## src/rtl/mul_32_seq.sv

```systemverilog
// mul_32_seq: sequential 32x32 shift-add multiplier, 64-bit product.
// One add/shift iteration per clock through IDLE -> CALC (32 cycles) -> FIX -> DONE.
// From the start edge to the done cycle takes 34 cycles. One operation completes
// every 35 cycles.
//
// Build option: define MUL_SIGNED_EN for two's-complement signed operands.
// When it is undefined, A and B are treated as unsigned.
//
// Ports:
//   clk    rising-edge clock
//   rst    synchronous, active-high reset
//   start  request; sampled only while busy=0
//   A, B   32-bit multiplicand / multiplier; latched with start
//   P      64-bit product; holds until the next completed operation
//   busy   high in CALC, FIX and DONE
//   done   one-cycle pulse; P is valid from the done cycle onward
module mul_32_seq (
    input  logic        clk,
    input  logic        rst,
    input  logic        start,
    input  logic [31:0] A,
    input  logic [31:0] B,
    output logic [63:0] P,
    output logic        busy,
    output logic        done
);

    localparam int unsigned W  = 32;
    localparam int unsigned PW = 64;
    localparam int unsigned CW = 6;

    localparam logic [1:0] S_IDLE = 2'd0;
    localparam logic [1:0] S_CALC = 2'd1;
    localparam logic [1:0] S_FIX  = 2'd2;
    localparam logic [1:0] S_DONE = 2'd3;

    logic [1:0]    state, state_nxt;
    logic [CW-1:0] cnt, cnt_nxt;
    logic [W-1:0]  mcand, mcand_nxt;
    logic          c, c_nxt;
    logic [W-1:0]  hi, hi_nxt;
    logic [W-1:0]  lo, lo_nxt;
    logic [PW-1:0] p_nxt;
    logic          busy_nxt;
    logic          done_nxt;
    logic [W:0]    sum;

`ifdef MUL_SIGNED_EN
    logic          s, s_nxt;
    logic [W-1:0]  a_mag;
    logic [W-1:0]  b_mag;

    // The negation wraps 0x80000000 onto itself, which read as unsigned is 2^31.
    assign a_mag = A[W-1] ? W'(-A) : A;
    assign b_mag = B[W-1] ? W'(-B) : B;
`endif

    // Add the multiplicand into the upper half when the current multiplier bit is set.
    // The 33-bit sum keeps the carry.
    assign sum = lo[0] ? ({1'b0, hi} + {1'b0, mcand}) : {c, hi};

    // Next-state and datapath update
    always_comb begin
        state_nxt = state;
        cnt_nxt   = cnt;
        mcand_nxt = mcand;
        c_nxt     = c;
        hi_nxt    = hi;
        lo_nxt    = lo;
        p_nxt     = P;
        busy_nxt  = busy;
        done_nxt  = 1'b0;
`ifdef MUL_SIGNED_EN
        s_nxt     = s;
`endif
        case (state)
            S_IDLE: begin
                if (start) begin
`ifdef MUL_SIGNED_EN
                    mcand_nxt = a_mag;
                    lo_nxt    = b_mag;
                    s_nxt     = A[W-1] ^ B[W-1];
`else
                    mcand_nxt = A;
                    lo_nxt    = B;
`endif
                    c_nxt     = 1'b0;
                    hi_nxt    = '0;
                    cnt_nxt   = CW'(W);
                    busy_nxt  = 1'b1;
                    state_nxt = S_CALC;
                end
            end
            S_CALC: begin
                // Shift {c,hi,lo} right by one. This drops the consumed multiplier bit.
                c_nxt   = 1'b0;
                hi_nxt  = sum[W:1];
                lo_nxt  = {sum[0], lo[W-1:1]};
                cnt_nxt = cnt - CW'(1);
                if (cnt == CW'(1)) begin
                    state_nxt = S_FIX;
                end
            end
            S_FIX: begin
`ifdef MUL_SIGNED_EN
                p_nxt = s ? PW'(-{hi, lo}) : {hi, lo};
`else
                p_nxt = {hi, lo};
`endif
                done_nxt  = 1'b1;
                state_nxt = S_DONE;
            end
            S_DONE: begin
                busy_nxt  = 1'b0;
                state_nxt = S_IDLE;
            end
            default: begin
                state_nxt = S_IDLE;
            end
        endcase
    end

    // State and datapath registers
    always_ff @(posedge clk) begin
        if (rst) begin
            state <= S_IDLE;
            cnt   <= '0;
            mcand <= '0;
            c     <= 1'b0;
            hi    <= '0;
            lo    <= '0;
            P     <= '0;
            busy  <= 1'b0;
            done  <= 1'b0;
`ifdef MUL_SIGNED_EN
            s     <= 1'b0;
`endif
        end else begin
            state <= state_nxt;
            cnt   <= cnt_nxt;
            mcand <= mcand_nxt;
            c     <= c_nxt;
            hi    <= hi_nxt;
            lo    <= lo_nxt;
            P     <= p_nxt;
            busy  <= busy_nxt;
            done  <= done_nxt;
`ifdef MUL_SIGNED_EN
            s     <= s_nxt;
`endif
        end
    end

endmodule

```

## config.mk

```make
export PLATFORM = sky130hd
export DESIGN_NAME = mul_32_seq
export DESIGN_NICKNAME = d
export VERILOG_FILES = /design/src/rtl/mul_32_seq.sv
export SDC_FILE = /design/constraint.sdc
export NUM_CORES = 1
export LEC_CHECK = 0
export CAP_MARGIN = 20
export CORE_MARGIN = 5
export CORE_UTILIZATION = 35
export CTS_CLUSTER_SIZE = 24
export DETAILED_ROUTE_END_ITERATION = 8
export GPL_TIMING_DRIVEN = 0
export SYNTH_ARGS = -nofsm -noshare
export SYNTH_HDL_FRONTEND = slang
export SYNTH_SLANG_ARGS = --single-unit
```

## constraint.sdc

```tcl
create_clock -name clk -period 2.65 [get_ports clk]
set_input_delay 0.3975 -clock clk [delete_from_list [all_inputs] [get_ports clk]]
set_output_delay 0.3975 -clock clk [all_outputs]
set_load 0.005 [all_outputs]
```

==> results of run 1 <==
-- layer usage --
layer  global-route usage (%)  vias to the layer above  share of wire [%]
li1                         -                     3726                  -
met1                     24.5                     3461                 46
met2                     29.0                      174                 47
met3                     3.64                       26                5.2
met4                     5.86                        0                1.8
met5                        0                        -                  0
-- metrics by stage --
| stage | cells | hold slack, ns | TNS [ns] | total power, W | util (%) |
|---|---|---|---|---|---|
| floorplan | 954 | 0.441 | 0 | 0.00527 | - |
| global placement | 1404 | 0.452 | -2.55 | 0.00618 | 42.9 |
| detailed placement | 1404 | 0.454 | -2.74 | 0.00622 | 42.9 |
| CTS | 1436 | 0.463 | 0 | 0.00870 | 45.5 |
| global route | 1439 | 0.485 | -0.259 | 0.00918 | 45.9 |
| finish | 1440 | 0.462 | 0 | 0.00865 | 45.9 |
-- flip-flops by register name, summed over array words and instances (netlist names) --
signal  flops
P          64
hi         32
done        1
state       2
mcand      32
cnt         6
lo         32
busy        1
-- final timing paths --
kind / endpoint
hold / removal: mcand[15]$_SDFFE_PP0P_
setup / recovery: hi[28]$_SDFFE_PP0P_
setup reg to reg: hi[28]$_SDFFE_PP0P_
hold reg to reg: mcand[15]$_SDFFE_PP0P_
-- worst max-delay path, cell delays in order (launching register included) --
cell and delay, ns:
dfxtp_1 0.36, ha_1 0.45, nand4_1 0.19, a211oi_1 0.30, o21ai_2 0.15, a211o_1 0.41, a211oi_4 0.28, nor4_1 0.08
nor4bb_1 0.29
-- cell type report --
cell class / instances / area (um^2)
Fill cell: 2323 / 12700
Clock inverter: 15 / 153
Tap cell: 319 / 399
Buffer: 64 / 265
Sequential cell: 170 / 3410
Antenna cell: 1 / 2.50
Timing Repair Buffer: 135 / 1340
Inverter: 12 / 45.0
Clock buffer: 17 / 425
Multi-Input combinational cell: 707 / 4750
-- cells by family (layout without fill, tap and decap cells) --
family	after synthesis	count (layout)	share of synthesized area, %
simple gates	312	312	15.8
compound gates	229	229	19.0
flops	170	170	40.7
mux	104	104	12.5
buf+inv	77	243	3.67
fa+ha+maj	39	39	5.93
xor+xnor	23	23	2.41
other cells	0	1	0
-- what timing repair did --
item,CTS,global route
buffers inserted,0,4
endpoints found under the setup margin,9,21
resized for setup,7,22
gates cloned,0,0
pin swaps,4,10
-- cell usage after synthesis (7+ instances only) --
cell type and n:
nand2_1 103, nor2_1 145, a222oi_1 8, xor2_1 11
a22oi_1 13, nor3_1 8, a21o_1 16, clkbuf_1 56
nand3_1 12, dfxtp_1 170, o21ai_0 12, nand4_1 12
a21oi_1 81, a211oi_1 38, xnor2_1 12, inv_1 12
o21ai_1 7, mux2i_1 103, ha_1 38
-- power by group through the flow --
stage	clock, W	sequential, W	combinational [W]
floorplan	0	0.00325	0.00203
global placement	0	0.00332	0.00286
detailed placement	0	0.00333	0.00290
CTS	0.00251	0.00327	0.00292
global route	0.00262	0.00333	0.00323
finish	0.00246	0.00327	0.00291
==> results by group, run 1 <==
Route
  • Routed Antenna Nets: 0
  • Mean number of vias per cell: roughly 5
  • Drt drc: 0
  • TritonRoute pass-1 iters: 6
  • DR iter-0 viols: 481
  • Post-Route WL: ~24000 um
  • Drt wl/cell: roughly 17 um
  • Vias: roughly 7400

GRT
  • Initial antenna violation count: 0
  • Global route overflow: 0
  • First-pass GRT wire length: ~39000 um
  • Largest net degree at the start of global routing: 19
  • Vias in the first global route: 7331
  • Total GRT Usage: between 10% and 20%

Setup path
  • Critical path data arrival time: roughly 3 ns
  • Nature of the critical path endpoint: register
  • Reg2reg setup slack: 0.04 ns
  • WS Path Type: reg2reg
  • Critical Path RT: roughly 3.0 ns
  • Crit path from: hi[9]$_SDFFE_PP0P_
  • Crit-path max FO: 6
  • CP Launch Type: register
  • R2R cell count: 8
  • Reg2Reg Launch Point: hi[9]$_SDFFE_PP0P_

Synthesis
  • Number of flops mapped to enable cells by yosys: 0
  • Synth unique cells: 60
  • Synthesized area: roughly 0.0084 mm^2
  • Ys flop type: dfxtp_1
  • Post-Syn Nets: 1060
  • Ys async rst share: 0%
  • Area contributors post-synth: dfxtp_1, mux2i_1, nor2_1
  • Yosys reg bits: 170
  • Synth warnings: 0
  • Seq/Total Area, Yosys: slightly above 40%
  • Synth area leader: dfxtp_1
  • Synth top area share: 40.7%
  • Synth Instances: roughly 950
  • Post-synthesis area per instance: between 8 and 9 um^2

Placement
  • Port buffer count: roughly 130
  • Place WS: -0.203 ns
  • Gp weighted congestion: 0.907
  • Dpl cell area: 0.0101 mm^2
  • Dpl hpwl: 18000 um

Power and ir drop
  • Max rail drop VDD: between 0.4 and 0.5 mV
  • Seq pwr share: around 38%
  • Clock power frac: 28.5%
  • NetSw: approximately 0.0033 W
  • Leak: 3.98 nW
  • Pwr dens: around 800 mW/mm^2
  • Logic gate share of total power: 33.7%
  • P_int: 0.00538 W
  • Sw Ratio: roughly 38%

Timing
  • Unrepaired setup endpoints after global routing: true
  • Min Tclk post-route: roughly 2.6 ns
  • Slew margin rel.: 44.4%
  • Peak Freq: 383 MHz
  • Slew @ Worst Pin: roughly 0.83 ns
  • Period utilisation layout: between 90% and 100%
  • Post-route setup slack: around 0.042 ns
  • Fin. max-slew vios: 0
  • Clock skew: approximately 0.015 ns
  • Final Hold Fails: 0
  • Final Setup Violations: 0

Final layout
  • Most common cell after layout, fill and taps aside: dfxtp_1
  • Area Growth Syn to Fin: 29.1%
  • Nets: between 1000 and 1500
  • Final instance area: 0.0108 mm^2
  • Share of layout cells above drive strength 1: about 6.3%
  • Most frequent cells in the layout: dfxtp_1, nor2_1, clkdlybuf4s50_1, mux2i_1, nand2_1

Die
  • Die footprint: 0.0271 mm^2
  • Initial core utilization: 35.6%
  • Ports: 133
  • CORE AREA: ~0.023 mm^2
  • Die width: ~160 um
  • Standard-cell rows: 56
  • Die H: roughly 160 um

Run status
  • Status: finished, final reports clean

Hold path
  • Hold Path Depth: 2
  • Hold Path Class: reg2reg
  • HP Start: mcand[15]$_SDFFE_PP0P_

Clocking
  • Hold-fix buffers, CTS: 0
  • Htree depth: 4
  • Worst skew pair latency: between 0.4 and 0.5 ns
  • Clk sink count: 170
  • Maximum clock insertion buffer count: 2
  • Clock transition at the registers of the reported paths: about 0.07 ns
  • Num CTS Buffers: 17
  • TritonCTS clock tree: built
  • Root Buffer: clkbuf_16

Run
  • Max Cap Viol: 0
No activity file was read; power rests on OpenSTA's default activity.
==> run 2: changes to the inputs <==
--- a/config.mk
+++ b/config.mk
@@ -7,10 +7,11 @@
 export LEC_CHECK = 0
 export CAP_MARGIN = 20
 export CORE_MARGIN = 5
-export CORE_UTILIZATION = 35
+export CORE_UTILIZATION = 45
 export CTS_CLUSTER_SIZE = 24
 export DETAILED_ROUTE_END_ITERATION = 8
 export GPL_TIMING_DRIVEN = 0
+export PLACE_DENSITY = 0.69
 export SYNTH_ARGS = -nofsm -noshare
 export SYNTH_HDL_FRONTEND = slang
 export SYNTH_SLANG_ARGS = --single-unit
==> results by group, run 2 (synthesized netlist as in run 1, its figures left out) <==
Final layout
  • Post-route insts no fill: 1350 (-6.3%)
  • Share of layout cells above drive strength 1: 6.33% (+0.084 points)
  • Area Growth Syn to Fin: 27.5%
  • Most frequent cells in the layout: dfxtp_1, nor2_1, clkdlybuf4s50_1, mux2i_1, nand2_1
  • Final instance area: 0.0107 mm^2 (-1.2%)
  • Antenna cells: 0 (-1)
  • Number of flip-flops in the largest register: 64 (unchanged)
  • Most common cell after layout, fill and taps aside: dfxtp_1
  • Most flops, register: P
  • Nets: 1214 (+0.082%)
  • Fillers: 1632 (-30%)
  • Final core utilization: 58.7% (+13 points)

Setup path
  • Critical Path RT: 2.94 ns (-0.05 ns)
  • WS Path Type: reg2reg
  • Critical path data arrival time: 2.89 ns (-0.05 ns)
  • Nature of the critical path endpoint: register
  • CP Launch Type: register
  • Crit-path max FO: 3 (-3)

GRT
  • Largest net degree at the start of global routing: 17 (-2)
  • First-pass GRT wire length: 37800 um (-3.0%)
  • Global route overflow: 0 (unchanged)
  • Total GRT Usage: 21.6% (+3.6 points)
  • Initial antenna violation count: 0 (unchanged)
  • Vias in the first global route: 7236 (-1.3%)

Timing
  • Min Tclk post-route: 2.59 ns (-0.0134 ns)
  • Final Setup Violations: 0 (unchanged)
  • Final Hold Fails: 0 (unchanged)
  • Period utilisation layout: 97.9% (-0.51 points)
  • Clock skew: 0.00969 ns (-0.00532 ns)
  • Setup TNS: 0 ns (unchanged)
  • Unrepaired setup endpoints after global routing: true
  • Peak Freq: 385 MHz (+0.52%)
  • Slew @ Worst Pin: 0.877 ns (+0.0425 ns)
  • Fin. max-slew vios: 0 (unchanged)
  • Slew margin rel.: 41.5% (-2.8 points)

Power and ir drop
  • Leak: 3.98 nW (about the same)
  • Pwr dens: 808 mW/mm^2 (+0.70%)
  • Max rail drop VDD: 0.443 mV (+1.6%)

Route
  • DR iter-0 viols: 529 (+10%)
  • Post-Route WL: 23500 um (-4.1%)
  • TritonRoute pass-1 iters: 7 (+1)
  • Drt wl/cell: 17.4 um (+2.2%)
  • Routed Antenna Nets: 0 (unchanged)
  • Vias: 7457 (+0.95%)
  • Drt drc: 0 (unchanged)
  • Mean number of vias per cell: 5.52 (+7.7%)

Placement
  • Dpl cell area: 0.00995 mm^2 (-1.1%)
  • Gp weighted congestion: 0.931 (+2.7%)
  • Placed Cells: 1314 (-6.4%)
  • Dpl hpwl: 17000 um (-5.7%)
  • Port buffer count: 131 (unchanged)

Clocking
  • Clock transition at the registers of the reported paths: 0.07 ns (about the same)
  • Maximum clock insertion buffer count: 2 (unchanged)
  • Hold-fix buffers, CTS: 0 (unchanged)
  • Htree depth: 4 (unchanged)
  • Clk sink count: 170 (unchanged)
  • Worst skew pair latency: 0.43 ns (about the same)
  • TritonCTS clock tree: built
  • Num CTS Buffers: 17 (unchanged)
  • Root Buffer: clkbuf_16

Die
  • Die footprint: 0.0214 mm^2 (-21%)
  • Die H: 146 um (-11%)
  • Initial core utilization: 46.0% (+10 points)
  • Standard-cell rows: 49 (-13%)
  • CORE AREA: 0.0181 mm^2 (-23%)
  • Ports: 133 (unchanged)
  • Die width: 146 um (-11%)

Hold path
  • Hold Path Class: reg2reg

Run status
  • Status: finished, final reports clean

Run
  • Max Cap Viol: 0 (unchanged)
-- run 2: area by class of cell --
class	instances	area, um^2	share of cell area [%]
Buffer	65	268	2.51
Clock buffer	18	429	4.03
Clock inverter	14	136	1.28
Inverter	12	45.0	0.423
Multi-Input combinational cell	707	4740	44.5
Sequential cell	170	3410	32.0
Tap cell	229	287	2.69
Timing Repair Buffer	135	1340	12.6
-- run 2: worst max-delay path, stage by stage (launching register included) --
cell	delay, ns
dfxtp_4	0.36
ha_4	0.16
fa_2	0.34
a21o_1	0.22
a221o_1	0.36
a221oi_4	0.36
nand2_1	0.11
xor2_1	0.17
a222oi_1	0.32
nor2_1	0.06
-- run 2: layer usage --
layer	global-route usage (%)	wire, um	up-vias	part of all wire [%]
li1	-	-	3738	-
met1	30.3	11100	3469	47
met2	33.8	10700	222	46
met3	4.43	1290	28	5.5
met4	6.44	374	0	1.6
met5	0	0	-	0
-- run 2: power breakdown --
part           internal, W  leakage [nW]  switching (W)
clock              0.00132         0.280        0.00112
sequential         0.00297          1.38       0.000314
combinational      0.00115          2.32        0.00173
total              0.00544          3.98        0.00316
-- run 2: per-stage QoR --
stage               hold slack (ns)  setup slack [ns]  power [W]
global route                  0.488           -0.0951    0.00911
global placement              0.451            -0.259    0.00613
CTS                           0.465           0.00141    0.00863
detailed placement            0.453            -0.280    0.00618
floorplan                     0.441             0.213    0.00527
finish                        0.463            0.0557    0.00860
-- run 2: path summary, 6_finish.rpt --
check | slack [ns] | startpoint | cells past startpoint | end
max | 0.06 | hi[0]$_SDFFE_PP0P_ | 9 | hi[19]$_SDFFE_PP0P_
min | 0.46 | mcand[3]$_SDFFE_PP0P_ | 2 | mcand[3]$_SDFFE_PP0P_
max reg2reg | 0.06 | hi[0]$_SDFFE_PP0P_ | 9 | hi[19]$_SDFFE_PP0P_
min reg2reg | 0.46 | mcand[3]$_SDFFE_PP0P_ | 2 | mcand[3]$_SDFFE_PP0P_
-- run 2: repair_timing --
item,4_1_cts,5_1_grt
setup buffers,2,2
resized for setup,12,14
endpoints found under the setup margin,16,24
pin swaps,4,7
==> run 3: changes to the inputs <==
--- a/config.mk
+++ b/config.mk
@@ -11,7 +11,8 @@
 export CTS_CLUSTER_SIZE = 24
 export DETAILED_ROUTE_END_ITERATION = 8
 export GPL_TIMING_DRIVEN = 0
-export PLACE_DENSITY = 0.69
+export PLACE_DENSITY = 0.79
+export SETUP_SLACK_MARGIN = 0.05
 export SYNTH_ARGS = -nofsm -noshare
 export SYNTH_HDL_FRONTEND = slang
 export SYNTH_SLANG_ARGS = --single-unit
==> results by group, run 3 (synthesized netlist as in run 1, its figures left out) <==
Route
  • Mean number of vias per cell: 5.68 (+2.9%)
  • Vias: 7687 (+3.1%)
  • Drt wl/cell: 17.6 um (+1.4%)
  • Drt drc: 0 (unchanged)
  • Routed Antenna Nets: 0 (unchanged)
  • TritonRoute pass-1 iters: 6 (-1)
  • DR iter-0 viols: 836 (+58%)
  • Post-Route WL: 23800 um (+1.6%)

Final layout
  • Share of layout cells above drive strength 1: 7.21% (+0.87 points)
  • Area Growth Syn to Fin: 28.1%
  • Number of flip-flops in the largest register: 64 (unchanged)
  • Most common cell after layout, fill and taps aside: dfxtp_1
  • Nets: 1217 (+0.25%)
  • Fillers: 1568 (-3.9%)
  • Antenna cells: 0 (unchanged)
  • Most frequent cells in the layout: dfxtp_1, nor2_1, clkdlybuf4s50_1, mux2i_1, nand2_1
  • Most flops, register: P

Timing
  • Slew margin rel.: 43.9% (+2.4 points)
  • Setup TNS: 0 ns (unchanged)
  • Clock skew: 0.0110 ns (+0.00136 ns)
  • Post-route setup slack: 0.0174 ns (-0.0383 ns)
  • Unrepaired setup endpoints after global routing: true
  • Peak Freq: 380 MHz (-1.5%)
  • Min Hold Slack: 0.462 ns (-0.000800 ns)
  • Min Tclk post-route: 2.63 ns (+0.0383 ns)
  • Fin. max-slew vios: 0 (unchanged)
  • Final Setup Violations: 0 (unchanged)
  • Period utilisation layout: 99.3% (+1.4 points)
  • Slew @ Worst Pin: 0.842 ns (-0.0353 ns)
  • Final Hold Fails: 0 (unchanged)

Clocking
  • Htree depth: 4 (unchanged)
  • Clk sink count: 170 (unchanged)
  • Root Buffer: clkbuf_16
  • Clock transition at the registers of the reported paths: 0.07 ns (about the same)
  • Worst skew pair latency: 0.44 ns (about the same)
  • TritonCTS clock tree: built
  • Hold-fix buffers, CTS: 0 (unchanged)
  • Num CTS Buffers: 17 (unchanged)
  • Maximum clock insertion buffer count: 2 (unchanged)

GRT
  • Total GRT Usage: 21.7% (+0.028 points)
  • Vias in the first global route: 7421 (+2.6%)
  • Largest net degree at the start of global routing: 18 (+1)
  • First-pass GRT wire length: 38000 um (+0.58%)
  • Initial antenna violation count: 0 (unchanged)
  • Global route overflow: 0 (unchanged)

Die
  • Standard-cell rows: 49 (unchanged)
  • Die footprint: 0.0214 mm^2 (unchanged)
  • Initial core utilization: 46.0% (unchanged)
  • Die width: 146 um (unchanged)
  • CORE AREA: 0.0181 mm^2 (unchanged)
  • Die H: 146 um (unchanged)
  • Ports: 133 (unchanged)

Power and ir drop
  • Pwr dens: 799 mW/mm^2 (-1.1%)
  • Total power: 0.00855 W (-0.68%)
  • Leak: 4.01 nW (+0.81%)
  • Max rail drop VDD: 0.537 mV (+21%)

Setup path
  • Nature of the critical path endpoint: register
  • Critical path data arrival time: 2.94 ns (+0.05 ns)
  • Crit-path max FO: 3 (unchanged)
  • WS Path Type: reg2reg
  • R2R cell count: 9 (unchanged)
  • Critical Path RT: 2.96 ns (+0.02 ns)
  • Reg2reg setup slack: 0.02 ns (-0.04 ns)
  • CP Launch Type: register

Placement
  • Port buffer count: 131 (unchanged)
  • Dpl hpwl: 17000 um (+0.30%)
  • Gp weighted congestion: 0.942 (+1.2%)
  • Place WS: -0.156 ns (+0.124 ns)

Hold path
  • Hold Path Depth: 2 (unchanged)
  • Hold Path Class: reg2reg

Run status
  • Status: finished, final reports clean

Run
  • Max Cap Viol: 0 (unchanged)
-- run 3: cell types whose count changed in the layout (fill, tap and decap cells not counted), moves of 2 or more --
| cell | before | now |
|---|---|---|
| a21oi_1 | 80 | 78 |
| a21oi_2 | 3 | 5 |
| buf_4 | 6 | 10 |
| clkbuf_1 | 53 | 50 |
| clkinv_2 | 3 | 1 |
-- run 3: worst paths after layout --
| path | from | to |
|---|---|---|
| setup / recovery | hi[0]$_SDFFE_PP0P_ | hi[19]$_SDFFE_PP0P_ |
| hold / removal | mcand[10]$_SDFFE_PP0P_ | mcand[10]$_SDFFE_PP0P_ |
| setup reg to reg | hi[0]$_SDFFE_PP0P_ | hi[19]$_SDFFE_PP0P_ |
| hold reg to reg | mcand[10]$_SDFFE_PP0P_ | mcand[10]$_SDFFE_PP0P_ |
-- run 3: what timing repair did --
item	CTS	global route
endpoints found under the hold margin	0	0
cloned	0	0
gates resized for setup	11	24
buffers inserted	5	3
endpoints found under the setup margin	14	47
pin swaps	10	11
-- run 3: critical path: stages, from the launching register on --
cell and delay [ns]:
dfxtp_4 0.36, ha_4 0.16, fa_2 0.33, a21o_1 0.23
a221o_1 0.36, a221oi_4 0.38, nand2_1 0.11, xor2_1 0.17
a222oi_1 0.33, nor2_1 0.08
-- run 3: stage by stage --
step                instances  utilization (%)  instance area (um^2)
floorplan                 954                -                  8350
global placement         1314             54.8                  9950
detailed placement       1314             54.8                  9950
CTS                      1351             58.4                 10600
global route             1353             58.9                 10700
finish                   1353             58.9                 10700
-- run 3: report_power, final --
group	switching, W	internal, W	leakage (nW)	total (W)
Combinational	0.00173	0.00115	2.36	0.00288
Clock	0.00114	0.00124	0.268	0.00238
Sequential	0.000315	0.00297	1.39	0.00329
Total	0.00318	0.00536	4.01	0.00855
-- run 3: layer usage --
layer,part of all wire (%),track usage [%],up-vias
li1,-,-,3737
met1,43,28.0,3587
met2,46,35.2,313
met3,7.4,4.90,50
met4,2.9,8.80,0
met5,0,0,-
-- run 3: cell type report --
type                       instances  area, um^2  share of cell area, %
timing repair buffer             139        1370                   12.8
sequential                       170        3410                   31.9
tap                              229         287                   2.68
clock buffer                      18         429                   4.01
inverter                          12        45.0                  0.421
buffer                            64         265                   2.48
clock inverter                    14         124                   1.16
multi-input combinational        707        4770                   44.6
